--- config.mk ---
export PLATFORM = sky130hd
export DESIGN_NAME = inst_mem_loader
export DESIGN_NICKNAME = d
export VERILOG_FILES = /design/src/rtl/inst_mem_loader.sv
export SDC_FILE = /design/constraint.sdc
export NUM_CORES = 1
export LEC_CHECK = 0
export BUFFER_PORTS_ARGS = -buffer_cell sky130_fd_sc_hd__buf_2
export CORE_ASPECT_RATIO = 0.7
export CORE_MARGIN = 2
export CORE_UTILIZATION = 30
export CTS_BUF_LIST = sky130_fd_sc_hd__clkbuf_2 sky130_fd_sc_hd__clkbuf_4 sky130_fd_sc_hd__clkbuf_8
export DETAILED_ROUTE_END_ITERATION = 12
export PLACE_DENSITY_LB_ADDON = 0.12
export SLEW_MARGIN = 5
export SYNTH_ARGS = -nofsm -noshare
export SYNTH_HDL_FRONTEND = slang
export SYNTH_SLANG_ARGS = --single-unit
--- constraint.sdc ---
create_clock -name clk -period 2.4 [get_ports clk]
set_clock_uncertainty 0.05 [all_clocks]
set_input_delay 0.24 -clock clk [delete_from_list [all_inputs] [get_ports clk]]
set_output_delay 0.24 -clock clk [all_outputs]
set_load 0.01 [all_outputs]
--- src/rtl/inst_mem_loader.sv ---
// inst_mem_loader: byte-stream program loader for the instruction memory.
// Reads a 16-bit little-endian word count followed by that many
// little-endian words. Each completed word goes out on a one-cycle write
// strobe. The core is held in stall for the whole session.
module inst_mem_loader #(
    parameter int CPU_WIDTH  = 32,
    parameter int ADDR_WIDTH = 10
) (
    input  logic                 clk,
    input  logic                 rstn,
    input  logic                 load_start,
    input  logic                 in_valid,
    input  logic [7:0]           in_byte,
    output logic                 in_ready,
    output logic                 wr_en,
    output logic [CPU_WIDTH-1:0] wr_addr,
    output logic [CPU_WIDTH-1:0] wr_data,
    output logic                 core_hold,
    output logic                 load_done,
    output logic                 load_err
);

    // Byte lanes per word. The lane index needs at least one bit.
    localparam int LANES  = CPU_WIDTH / 8;
    localparam int LANE_W = (LANES > 1) ? $clog2(LANES) : 1;
    // The word index has one extra bit, so a full-depth load never wraps it.
    localparam int IDX_W  = ADDR_WIDTH + 1;
    // Largest legal word count. A full memory is allowed.
    localparam logic [31:0] MAX_WORDS = 32'd1 << ADDR_WIDTH;

    typedef enum logic [2:0] {
        ST_IDLE,
        ST_HDR0,
        ST_HDR1,
        ST_DATA,
        ST_DONE
    } state_t;

    state_t               state_reg,     state_next;
    logic [15:0]          count_reg,     count_next;
    logic [IDX_W-1:0]     word_idx_reg,  word_idx_next;
    logic [LANE_W-1:0]    lane_reg,      lane_next;

    logic                 in_ready_reg,  in_ready_next;
    logic                 wr_en_reg,     wr_en_next;
    logic [CPU_WIDTH-1:0] wr_addr_reg,   wr_addr_next;
    logic [CPU_WIDTH-1:0] wr_data_reg,   wr_data_next;
    logic                 core_hold_reg, core_hold_next;
    logic                 load_done_reg, load_done_next;
    logic                 load_err_reg,  load_err_next;

    logic                 accept;
    logic [15:0]          hdr_count;
    logic                 last_lane;
    logic                 last_word;
    logic [CPU_WIDTH-1:0] word_assembled;

    // A byte moves only when the registered ready meets an offered byte.
    assign accept    = in_valid && in_ready_reg;
    // Full count, formed in the cycle the high header byte arrives.
    assign hdr_count = {in_byte, count_reg[7:0]};
    assign last_lane = (lane_reg == LANE_W'(LANES - 1));
    assign last_word = ((32'(word_idx_reg) + 32'd1) == 32'(count_reg));

    // Lane storage. The lower lanes are captured as they arrive. The top
    // lane comes straight from the input byte, so the write can issue on
    // the very next edge without waiting for another cycle.
    genvar gi;
    generate
        for (gi = 0; gi < LANES; gi++) begin : g_lane
            if (gi < LANES - 1) begin : g_store
                logic [7:0] lane_byte_reg;
                logic       lane_we;

                assign lane_we = accept && (state_reg == ST_DATA) &&
                                 (lane_reg == LANE_W'(gi));

                // Capture this lane's byte. The value is kept across input stalls.
                always_ff @(posedge clk or negedge rstn) begin
                    if (!rstn) begin
                        lane_byte_reg <= '0;
                    end else if (lane_we) begin
                        lane_byte_reg <= in_byte;
                    end
                end

                assign word_assembled[gi*8 +: 8] = lane_byte_reg;
            end else begin : g_last
                assign word_assembled[gi*8 +: 8] = in_byte;
            end
        end
    endgenerate

    // Next-state logic and next values for all registered outputs.
    always_comb begin
        state_next     = state_reg;
        count_next     = count_reg;
        word_idx_next  = word_idx_reg;
        lane_next      = lane_reg;
        wr_en_next     = 1'b0;
        wr_addr_next   = wr_addr_reg;
        wr_data_next   = wr_data_reg;
        load_err_next  = 1'b0;

        case (state_reg)
            ST_IDLE: begin
                if (load_start) begin
                    state_next    = ST_HDR0;
                    word_idx_next = '0;
                    lane_next     = '0;
                end
            end

            ST_HDR0: begin
                if (accept) begin
                    count_next[7:0] = in_byte;
                    state_next      = ST_HDR1;
                end
            end

            ST_HDR1: begin
                if (accept) begin
                    count_next[15:8] = in_byte;
                    if (32'(hdr_count) > MAX_WORDS) begin
                        // Rejected header: abort the session without any write.
                        state_next    = ST_IDLE;
                        load_err_next = 1'b1;
                    end else if (hdr_count == 16'd0) begin
                        state_next = ST_DONE;
                    end else begin
                        state_next    = ST_DATA;
                        word_idx_next = '0;
                        lane_next     = '0;
                    end
                end
            end

            ST_DATA: begin
                if (accept) begin
                    if (last_lane) begin
                        wr_en_next    = 1'b1;
                        wr_data_next  = word_assembled;
                        wr_addr_next  = CPU_WIDTH'({word_idx_reg[ADDR_WIDTH-1:0], 2'b00});
                        word_idx_next = word_idx_reg + IDX_W'(1);
                        lane_next     = '0;
                        if (last_word) begin
                            state_next = ST_DONE;
                        end
                    end else begin
                        lane_next = lane_reg + LANE_W'(1);
                    end
                end
            end

            ST_DONE: begin
                state_next = ST_IDLE;
            end

            default: begin
                state_next = ST_IDLE;
            end
        endcase

        // These flags depend only on the upcoming state, so they are
        // registered and never follow in_valid combinationally.
        in_ready_next  = (state_next == ST_HDR0) || (state_next == ST_HDR1) ||
                         (state_next == ST_DATA);
        core_hold_next = (state_next != ST_IDLE);
        load_done_next = (state_next == ST_DONE);
    end

    // State, counters and output registers. Reset clears everything at once.
    always_ff @(posedge clk or negedge rstn) begin
        if (!rstn) begin
            state_reg     <= ST_IDLE;
            count_reg     <= '0;
            word_idx_reg  <= '0;
            lane_reg      <= '0;
            in_ready_reg  <= 1'b0;
            wr_en_reg     <= 1'b0;
            wr_addr_reg   <= '0;
            wr_data_reg   <= '0;
            core_hold_reg <= 1'b0;
            load_done_reg <= 1'b0;
            load_err_reg  <= 1'b0;
        end else begin
            state_reg     <= state_next;
            count_reg     <= count_next;
            word_idx_reg  <= word_idx_next;
            lane_reg      <= lane_next;
            in_ready_reg  <= in_ready_next;
            wr_en_reg     <= wr_en_next;
            wr_addr_reg   <= wr_addr_next;
            wr_data_reg   <= wr_data_next;
            core_hold_reg <= core_hold_next;
            load_done_reg <= load_done_next;
            load_err_reg  <= load_err_next;
        end
    end

    assign in_ready  = in_ready_reg;
    assign wr_en     = wr_en_reg;
    assign wr_addr   = wr_addr_reg;
    assign wr_data   = wr_data_reg;
    assign core_hold = core_hold_reg;
    assign load_done = load_done_reg;
    assign load_err  = load_err_reg;

endmodule

==> results_dict.tcl <==
set metrics [dict create \
    status "finished, final reports clean" \
    slew_viol_final 0 \
    yosysWarnings 0 \
    gp_congestion 0.791 \
    hp-class "input pin to flip-flop" \
    cpMostUsedCell "buf_4" \
    critPathCapture "state_reg[1]$_DFF_PN0_" \
    drc 0 \
    required_ns 2.60 \
    netlist-cell-type-count 52 \
    n_fill_cell 1549 \
    final_cells 750 \
    syn_to_final_growth_pct 17.5 \
    grt_max_degree 52 \
    drt-pass1-iter-count 4 \
    cts_sinks 103 \
    vias 3500 \
    synthFlopType "dfrtp_1" \
    start_kind "flip-flop" \
    finalCritPeriodShare_pct 97.0 \
    cts_buffer_depth 2 \
    rsz0062_at_grt "false" \
    cap_violations 0 \
    fmax_ghz 0.429 \
    insertedDiodeCount 0 \
    grt_pass1_vias 3384 \
    seq_area_um2 2580 \
    holdWs_ns 0.210 \
    postRouteAntennaNets 0 \
    cpPeakStageDelay_ns 0.57 \
    die_w_um 154 \
    grt_overflow 0 \
    coreArea_um2 15500 \
    via_per_inst 4.67 \
    grt_first_pass_wirelength_um 19100 \
    rows 38 \
    dp.final_hpwl_um 8450 \
    worstPathCellList "ha_1, nor4bb_2, buf_4, nand4_1, or4_4, nor4_4, buf_4, a31oi_1" \
    largest_reg_flops 32 \
    yosys-top-cells-count "nand2_1, dfrtp_1, mux2_2" \
    yosysTopAreaCell "dfrtp_1" \
    rr_startpoint "lane_reg[1]$_DFFE_PN0P_" \
    crit_path_end_kind "flip-flop" \
    nets 562 \
    yosysMostFrequentCell "nand2_1" \
    place_inst 733 \
    drt_iter0_drc 226 \
    reg2reg_depth 8 \
    antenna_found_initial 0 \
    setup_violations 0 \
    cts_tree "done" \
    synth_edf_count 0 \
    r2r_end "state_reg[1]$_DFF_PN0_" \
    track_usage_pct 14.8 \
    async_flop_share_pct 100 \
    power.leakage_nw 2.85 \
    die-area_um2 16800 \
    hold_viol_final 0 \
    ys_seq_area_share_pct 54.7 \
    clkSlewWorstSetupHoldPaths_ns 0.10 \
    critical_path_class "flip-flop to flip-flop" \
    r2r_slack_ns 0.07 \
    critPathLaunch "lane_reg[1]$_DFFE_PN0P_" \
    ys_ff_latch 103 \
    io_buffers 58 \
    syn_area_um2 4710 \
    worstPathArrival_ns 2.52 \
    numCtsBuffers 9 \
    synthCells 467 \
    powerDensity_nw_per_um2 840 \
    ir_drop_mv 0.347 \
    wl_per_cell_um 15.7 \
    min_period_ns 2.33 \
    path_max_fanout 5 \
    fin_setup_tns_ns 0 \
    clkLatencyLatePin_ns 0.37 \
    die_y_um 109 \
    multiInputGateArea_um2 1970 \
    syn_avg_cell_area_um2 10.1 \
    wl_um 11800 \
    root_buffer "clkbuf_8" \
    initial_utilization_pct 30.5 \
    io_pins 81 \
    htreeDepth 3 \
    post-cts-setup-buffers 0 \
    ys_top_cells_by_area "dfrtp_1, nand2_1, mux2_2" \
    drive_above_1_share_pct 28.4 \
    critical_path.slowest_cell "or4_4" \
    synth_top_area_share_pct 54.7 \
]
==> layout make-up <==
class / instances / share of cell area, %
Multi-Input combinational cell: 337 / 35.5
Clock inverter: 5 / 0.587
Sequential cell: 103 / 46.5
Timing Repair Buffer: 87 / 9.71
Tap cell: 200 / 4.52
Clock buffer: 11 / 2.62
Inverter: 7 / 0.542
==> how the worst min path moves through the flow <==
| stage | slack [ns] | cells after the start | start | end |
|---|---|---|---|---|
| after global placement | 0.18 | 1 | rstn | wr_addr[5]$_DFFE_PN0P_ |
| after floorplan | -0.11 | 0 | rstn | core_hold$_DFF_PN0_ |
| final | 0.21 | 4 | in_byte[7] | wr_data[31]$_DFFE_PN0P_ |
| after global routing | 0.23 | 4 | in_byte[6] | wr_data[30]$_DFFE_PN0P_ |
| after CTS | 0.20 | 4 | in_byte[7] | wr_data[31]$_DFFE_PN0P_ |
| after detailed placement | 0.18 | 1 | rstn | wr_addr[7]$_DFFE_PN0P_ |
==> metal layers <==
metal	share of wire (%)	global-route usage [%]	vias to the layer above	wire, µm
met5	0	0	-	0
li1	-	-	1667	-
met4	0.88	3.27	0	104
met3	4.8	3.26	13	565
met2	42	21.1	84	4940
met1	52	22.9	1736	6200
==> power breakdown <==
part	total, W	switching, W	internal (W)	leakage [nW]
clock network	0.00103	0.000608	0.000419	0.0969
registers	0.00242	0.000279	0.00214	1.37
logic	0.00121	0.000606	0.000603	1.39
==> metrics by stage <==
| step | util (%) | setup slack [ns] | power, W | cell area [µm²] |
|---|---|---|---|---|
| 3_3_place_gp | 34.5 | 0.130 | 0.00364 | 5330 |
| 3_5_place_dp | 34.5 | 0.0270 | 0.00366 | 5330 |
| 5_1_grt | 35.9 | 0.00473 | 0.00498 | 5540 |
| 2_1_floorplan | - | 0.190 | 0.00326 | 4790 |
| 6_report | 35.9 | 0.0712 | 0.00466 | 5540 |
| 4_1_cts | 35.7 | 0.00481 | 0.00470 | 5520 |
==> critical path, delay by kind of cell (launching register included) <==
family,cells,cell delay [ns]
AOI/OAI and AO/OA,1,0.08
DFF,1,0.41
buffers and inverters,2,0.34
adders and majority gates,1,0.19
and+or+nand+nor,4,1.15
==> placed cells by master, fill, tap and decap left out, types with 2 or more instances in the layout <==
| cell type | instances |
|---|---|
| nand4_1 | 2 |
| o31ai_1 | 3 |
| nand3b_1 | 2 |
| xnor2_1 | 11 |
| nand2_2 | 2 |
| nand2b_1 | 2 |
| inv_1 | 6 |
| nand2_1 | 146 |
| ha_1 | 5 |
| a2bb2o_1 | 2 |
| o21ai_0 | 27 |
| nand3_1 | 3 |
| nor3_2 | 3 |
| xor2_1 | 4 |
| mux2_2 | 35 |
| and3_1 | 4 |
| buf_4 | 27 |
| clkbuf_8 | 10 |
| and3_4 | 2 |
| a21oi_1 | 3 |
| nor4_1 | 2 |
| a31oi_1 | 3 |
| buf_2 | 57 |
| nor3b_1 | 2 |
| nor2_1 | 24 |
| buf_12 | 2 |
| dfrtp_1 | 102 |
| clkinv_2 | 3 |
| conb_1 | 22 |
| o21ai_1 | 4 |
==> cell families after synthesis <==
group	Yosys count	synth area share, %
DFF	103	54.7
and+or+nand+nor	207	20.0
muxes	36	8.57
xor gates and xnor gates	15	2.79
other	1	0.0795
adders and majority gates	5	1.33
AOI/OAI and AO/OA	52	6.82
buffers and inverters	48	5.79
==> repair_timing <==
action / CTS / global route
setup endpoints to repair: 0 / 6
resized for setup: 0 / 6
hold buffers: 1 / 0
endpoints found under the hold margin: 32 / 0
Note: power is estimated with default switching activity, not from simulation.
